==> src/rtl/sha256_pkg.sv <==
// Shared constants, FSM encoding and helpers for the SHA-256 nonce feeder.
// Core ordering keeps h0 in the low word of every 256-bit chaining value.
package sha256_pkg;

  localparam logic [255:0] ShaIv = {32'h5be0cd19, 32'h1f83d9ab, 32'h9b05688c, 32'h510e527f,
                                    32'ha54ff53a, 32'h3c6ef372, 32'hbb67ae85, 32'h6a09e667};
  localparam logic [31:0]  PadWord   = 32'h80000000;
  localparam logic [31:0]  LenHeader = 32'h00000280;
  localparam logic [31:0]  LenDigest = 32'h00000100;

  typedef enum logic [3:0] {
    StIdle,
    StB1Req,
    StB1Wait,
    StB2Req,
    StB2Wait,
    StB3Req,
    StB3Wait,
    StEmit,
    StFinish
  } state_e;

  function automatic logic [255:0] word_reverse(input logic [255:0] x);
    logic [255:0] r;
    r = '0;
    for (int i = 0; i < 8; i++) begin
      r[32*i +: 32] = x[32*(7-i) +: 32];
    end
    return r;
  endfunction

endpackage

==> src/rtl/sha256_nonce_feeder_if.sv <==
// Start/done handshake and data bus between the nonce feeder and the SHA-256 compression core.
interface sha256_nonce_feeder_if;
  logic         core_start;
  logic [255:0] core_h_block;
  logic [511:0] core_message;
  logic         core_done;
  logic [255:0] core_h_out;

  modport master (
    output core_start,
    output core_h_block,
    output core_message,
    input  core_done,
    input  core_h_out
  );

  modport slave (
    input  core_start,
    input  core_h_block,
    input  core_message,
    output core_done,
    output core_h_out
  );
endinterface

==> src/rtl/sha256_nonce_feeder.sv <==
// Double-SHA-256 nonce sweep controller: the first header block is compressed once per sweep,
// then each nonce costs two more core calls and produces one digest.
module sha256_nonce_feeder
  import sha256_pkg::*;
#(
  parameter int unsigned NUM_NONCES = 16
) (
  input  logic                  clk,
  input  logic                  reset_n,
  input  logic                  start,
  input  logic [639:0]          header,
  input  logic [31:0]           nonce_base,
  output logic                  busy,
  output logic                  done,
  output logic                  result_valid,
  output logic [31:0]           result_nonce,
  output logic [255:0]          digest,
  sha256_nonce_feeder_if.master core
);

  localparam logic [31:0] LastN = 32'(NUM_NONCES - 1);

  state_e       state_q;
  logic [607:0] hdr_q;  // W0..W18; W19 is always replaced by the nonce
  logic [31:0]  base_q;
  logic [31:0]  n_q;
  logic [255:0] midstate_q;
  logic [31:0]  cur_nonce;
  logic [31:0]  next_nonce;
  logic         unused_header_nonce;

  assign cur_nonce           = base_q + n_q;
  assign next_nonce          = cur_nonce + 32'd1;
  assign unused_header_nonce = ^header[31:0];

  function automatic logic [511:0] b2_message(input logic [95:0]  tail,
                                              input logic [31:0]  nonce);
    return {tail, nonce, PadWord, 320'h0, LenHeader};
  endfunction

  function automatic logic [511:0] b3_message(input logic [255:0] h_core);
    return {word_reverse(h_core), PadWord, 192'h0, LenDigest};
  endfunction

  // Core inputs are loaded on entry to each REQ state and left untouched until the next entry,
  // so they stay stable for the whole core call.
  always_ff @(posedge clk or negedge reset_n) begin
    if (!reset_n) begin
      state_q           <= StIdle;
      hdr_q             <= '0;
      base_q            <= '0;
      n_q               <= '0;
      midstate_q        <= '0;
      busy              <= 1'b0;
      done              <= 1'b0;
      result_valid      <= 1'b0;
      result_nonce      <= '0;
      digest            <= '0;
      core.core_start   <= 1'b0;
      core.core_h_block <= '0;
      core.core_message <= '0;
    end else begin
      core.core_start <= 1'b0;
      result_valid    <= 1'b0;
      done            <= 1'b0;
      unique case (state_q)
        StIdle: begin
          if (start) begin
            hdr_q             <= header[639:32];
            base_q            <= nonce_base;
            n_q               <= '0;
            busy              <= 1'b1;
            core.core_start   <= 1'b1;
            core.core_h_block <= ShaIv;
            core.core_message <= header[639:128];
            state_q           <= StB1Req;
          end
        end
        StB1Req: state_q <= StB1Wait;
        StB1Wait: begin
          if (core.core_done) begin
            midstate_q        <= core.core_h_out;
            core.core_start   <= 1'b1;
            core.core_h_block <= core.core_h_out;
            core.core_message <= b2_message(hdr_q[95:0], cur_nonce);
            state_q           <= StB2Req;
          end
        end
        StB2Req: state_q <= StB2Wait;
        StB2Wait: begin
          if (core.core_done) begin
            core.core_start   <= 1'b1;
            core.core_h_block <= ShaIv;
            core.core_message <= b3_message(core.core_h_out);
            state_q           <= StB3Req;
          end
        end
        StB3Req: state_q <= StB3Wait;
        StB3Wait: begin
          if (core.core_done) begin
            digest       <= word_reverse(core.core_h_out);
            result_nonce <= cur_nonce;
            state_q      <= StEmit;
          end
        end
        StEmit: begin
          result_valid <= 1'b1;
          if (n_q == LastN) begin
            state_q <= StFinish;
          end else begin
            n_q               <= n_q + 32'd1;
            core.core_start   <= 1'b1;
            core.core_h_block <= midstate_q;
            core.core_message <= b2_message(hdr_q[95:0], next_nonce);
            state_q           <= StB2Req;
          end
        end
        StFinish: begin
          done    <= 1'b1;
          busy    <= 1'b0;
          state_q <= StIdle;
        end
        default: state_q <= StIdle;
      endcase
    end
  end

endmodule

==> src/flat_wrapper.sv <==
// flat-port wrapper written by rule: the top's interface ports become plain ports
module sha256_nonce_feeder_flat import sha256_pkg::*;
#(
  parameter int unsigned NUM_NONCES = 16
)
  (clk, reset_n, start, header, nonce_base, busy, done, result_valid, result_nonce, digest, core_core_start, core_core_h_block, core_core_message, core_core_done, core_core_h_out);
  sha256_nonce_feeder_if core_i ();
  input  logic clk;
  input  logic reset_n;
  input  logic start;
  input  logic [639:0] header;
  input  logic [31:0] nonce_base;
  output logic busy;
  output logic done;
  output logic result_valid;
  output logic [31:0] result_nonce;
  output logic [255:0] digest;
  output wire logic [$bits(core_i.core_start)-1:0] core_core_start;
  output wire logic [$bits(core_i.core_h_block)-1:0] core_core_h_block;
  output wire logic [$bits(core_i.core_message)-1:0] core_core_message;
  input wire logic [$bits(core_i.core_done)-1:0] core_core_done;
  input wire logic [$bits(core_i.core_h_out)-1:0] core_core_h_out;
  assign core_core_start = core_i.core_start;
  assign core_core_h_block = core_i.core_h_block;
  assign core_core_message = core_i.core_message;
  assign core_i.core_done = core_core_done;
  assign core_i.core_h_out = core_core_h_out;
  sha256_nonce_feeder #(.NUM_NONCES(NUM_NONCES)) u_core (.clk(clk), .reset_n(reset_n), .start(start), .header(header), .nonce_base(nonce_base), .busy(busy), .done(done), .result_valid(result_valid), .result_nonce(result_nonce), .digest(digest), .core(core_i));
endmodule
==> config.mk <==
export PLATFORM = sky130hd
export DESIGN_NAME = sha256_nonce_feeder_flat
export DESIGN_NICKNAME = d
export VERILOG_FILES = /design/src/rtl/sha256_pkg.sv /design/src/rtl/sha256_nonce_feeder_if.sv /design/src/rtl/sha256_nonce_feeder.sv /design/src/flat_wrapper.sv
export SDC_FILE = /design/constraint.sdc
export NUM_CORES = 2
export LEC_CHECK = 0
export CELL_PAD_IN_SITES_DETAIL_PLACEMENT = 0
export CELL_PAD_IN_SITES_GLOBAL_PLACEMENT = 1
export CORE_AREA = 2 2 783 785
export CTS_CLUSTER_SIZE = 20
export DETAILED_ROUTE_END_ITERATION = 7
export DIE_AREA = 0 0 785 787
export GPL_TIMING_DRIVEN = 0
export PLACE_DENSITY_LB_ADDON = 0.08
export SLEW_MARGIN = 20
export SYNTH_ARGS = -nofsm -noshare
export SYNTH_HDL_FRONTEND = slang
export SYNTH_SLANG_ARGS = --single-unit
==> constraint.sdc <==
create_clock -name clk -period 4.55 [get_ports clk]
set_clock_uncertainty 0.15 [all_clocks]
set_input_delay 0.91 -clock clk [delete_from_list [all_inputs] [get_ports clk]]
set_output_delay 0.91 -clock clk [all_outputs]
set_load 0.03 [all_outputs]
==> results.toml <==
[cells_and_area]
syn2layout_area_growth_pct = 62.5
nFillCells = 67700
final_nets = 8976
drive_above_1_share_pct = 15.6

[clocking]
clk_pin_slew_ns = 0.06
h-tree-depth = 4
numClockSinks = 1480
clk_latency_ns = 0.96
cts_buffer_depth = 4
root_buffer = "clkbuf_16"
tritoncts = "yes"
cts_buffers = 228

[floorplanning]
rows = 287
core_area_um2 = 609000
io_pins = 1992
die_h_um = 787
initial_core_util_pct = 10.3
dieArea_um2 = 618000
die_x_um = 785

[sta]
fmax_ghz = 0.224
tns_ns = 0
rsz0062_at_grt = "yes"
final.min_clock_period_ns = 4.47
finalHoldViolCount = 0
worstMarginPinSlew_ns = 1.12
fin_crit_sh_pct = 98.2
layout_setup_ws_ns = 0.0813
max_slew_margin_pct = 25.4
setup_violations = 0
drv_slew = 0

[power_and_ir_drop]
p_per_area_nw_per_um2 = 939
vdd.ir_drop.worst_mv = 0.497
total_power_mw = 96.0
leakage_nw = 40.4

[global_route]
grt_usage_pct = 18.1
grt_overflow = 0
grt_pass1_wl_um = 725000
antenna_found_initial = 331
grt_max_degree = 118
first_global_vias = 60100

[drt]
drtIter0Drc = 3835
ant_nets = 0
dr.pass1.iters = 8
avgRoutedWirePerCell_um = 35.3
drt-total-wl_um = 578000
post-route-drc-count = 5
routed_via_density = 3.59
num_vias = 58600

[synthesis]
synth_top_area_share_pct = 58.9
yosysWarnings = 0
netlist_area_um2 = 62900
async_flop_share_pct = 100
ys_types = 80
synthCells = 5759
ys_ff_latch = 1480
synth_area_leader_cell = "dfrtp_1"
synth-edff-count = 0
syn_nets = 6725
synth_ff_type = "dfrtp_1"
syn_avg_cell_area_um2 = 10.9
synth.yosys.seq_area_share_pct = 58.9
yosys-top-cells-area = "dfrtp_1 59%, mux2_2 12%, nand2_1 4.9%"

[worst_setup_path]
path_class = "flip-flop to flip-flop"
start_kind = "flip-flop"
critPathMaxFanout = 5
required_ns = 5.16
r2r-start = "u_core.base_q[0]"
rr_endpoint = "u_core.core.core_message[415]"
rrSetupSlack_ns = 0.08
r2r_cells = 12
end_kind = "flip-flop"
worstPathArrival_ns = 5.08

[outcome]
outcome = "finished, violations left"
violations = "design-rule violations"

[flow_run]
maxCapViolCount = 0

[place]
place_congestion = 0.847
portBuffers = 1959
place_ws_ns = -1.73
dp_hpwl_um = 482000

[worst_hold_path]
holdCritStartpoint = "u_core.core.core_message[196]"
hold_class = "flip-flop to flip-flop"
whs_endpoint = "u_core.core.core_message[196]"
whs_path_depth = 2
[worst max-delay path: stages (launching register included)]
cell      delay, ns
dfrtp_1        0.44
ha_1           0.25
fa_1           0.42
a21o_1         0.22
a211o_2        0.42
a211o_4        0.43
and4b_2        0.39
and4_4         0.29
nand4_1        0.21
nor4_4         0.33
nand4_1        0.20
o311ai_4       0.41
a21oi_1        0.11
[power by group]
group	total, mW	leakage [nW]	internal (mW)	switching, mW
logic	53.8	19.1	17.3	36.5
registers	23.4	17.5	19.6	3.76
clock network	18.8	3.74	11.0	7.74
[how the worst max path moves through the flow]
stage | from | endpoint | depth (start not counted)
floorplan | u_core.n_q[0] | u_core.core.core_message[414] | 13
global placement | reset_n | u_core.core.core_message[28] | 1
detailed placement | start | u_core.core.core_message[485] | 10
CTS | u_core.base_q[0] | u_core.core.core_message[413] | 13
global route | u_core.n_q[12] | u_core.core.core_message[415] | 11
finish | u_core.base_q[0] | u_core.core.core_message[415] | 12
[kinds of logic (layout without fill, tap and decap cells)]
logic type | Yosys count | count (layout) | synth area share (%)
xor gates and xnor gates | 72 | 72 | 1.00
AOI/OAI and AO/OA | 969 | 969 | 10.7
adders and majority gates | 34 | 34 | 0.688
DFF | 1480 | 1480 | 58.9
buffers and inverters | 469 | 2905 | 2.92
and+or+nand+nor | 2073 | 2073 | 13.9
muxes | 662 | 662 | 11.8
other | 0 | 60 | 0
[sequential cells by signal, indices dropped and copies added (netlist names)]
name,cells
u_core.base_q,32
u_core.busy,1
u_core.core.core_h_block,256
u_core.core.core_message,512
u_core.core.core_start,1
u_core.digest,256
u_core.done,1
u_core.hdr_q,96
u_core.midstate_q,256
u_core.n_q,32
u_core.result_nonce,32
u_core.result_valid,1
u_core.state_q,4
[repair_timing]
| item | 4_1_cts | 5_1_grt |
|---|---|---|
| resized for setup | 42 | 15 |
| hold buffers | 1 | 0 |
| pin swaps | 5 | 3 |
| setup buffers | 4 | 3 |
| endpoints found under the setup margin | 767 | 118 |
| endpoints found under the hold margin | 61 | 0 |
[cell usage in the layout, fill, tap and decap left out, types with 11 or more instances in the layout]
master and n:
buf_4 11, nand3_1 412, clkbuf_2 77, clkbuf_4 16, a221oi_1 127, diode_2 60
clkbuf_8 55, clkinv_2 33, buf_12 23, a21oi_1 72, clkbuf_1 334, xor2_1 31
buf_2 59, clkdlybuf4s50_1 1957, a222oi_1 18, mux2_2 656, a31oi_1 378, bufinv_16 15
clkbuf_16 231, a21o_1 15, nand2_1 828, and3_1 20, o21ai_0 52, a22oi_1 237
buf_16 33, dfrtp_1 1480, inv_1 11, xnor2_1 33, buf_1 27, ha_1 33
nor2_1 696, nand4_1 15, and2_1 12
[layout make-up]
cell class	count	area, um2	area share [%]
sequential	1480	37000	36.2
multi-input combinational	3810	24200	23.7
timing repair buffer	2023	21000	20.6
tap	8092	10100	9.91
clock buffer	349	6770	6.63
buffer	454	1960	1.92
clock inverter	66	846	0.828
antenna	60	150	0.147
inverter	13	48.8	0.0478
[per-layer routing]
layer / track usage [%] / up-vias / part of all wire, %
li1: - / 25200 / -
met1: 22.3 / 30500 / 42
met2: 32.0 / 2196 / 50
met3: 4.45 / 674 / 6.6
met4: 3.04 / 90 / 2.1
met5: 0 / - / 0.096
[per-stage QoR]
step | instances | util, % | hold slack, ns | area, um2
after global placement | 15800 | 15.2 | 0.304 | 92600
final | 16300 | 16.8 | 0.311 | 102000
after global routing | 16300 | 16.7 | 0.300 | 102000
after floorplan | 5759 | - | 0.329 | 62900
after CTS | 16300 | 16.7 | 0.224 | 102000
after detailed placement | 15900 | 15.4 | 0.305 | 94100
[synthesized netlist by cell type, drive strengths merged, types with 20 or more instances]
library cell	number
a22oi	237
o21ai	56
ha	33
nand2	829
xnor2	38
nand3	413
and3	20
a21oi	73
clkbuf	369
a31oi	380
buf	87
a221oi	127
dfrtp	1480
nor2	700
xor2	34
mux2	657
No activity file was read; power rests on OpenSTA's default activity.
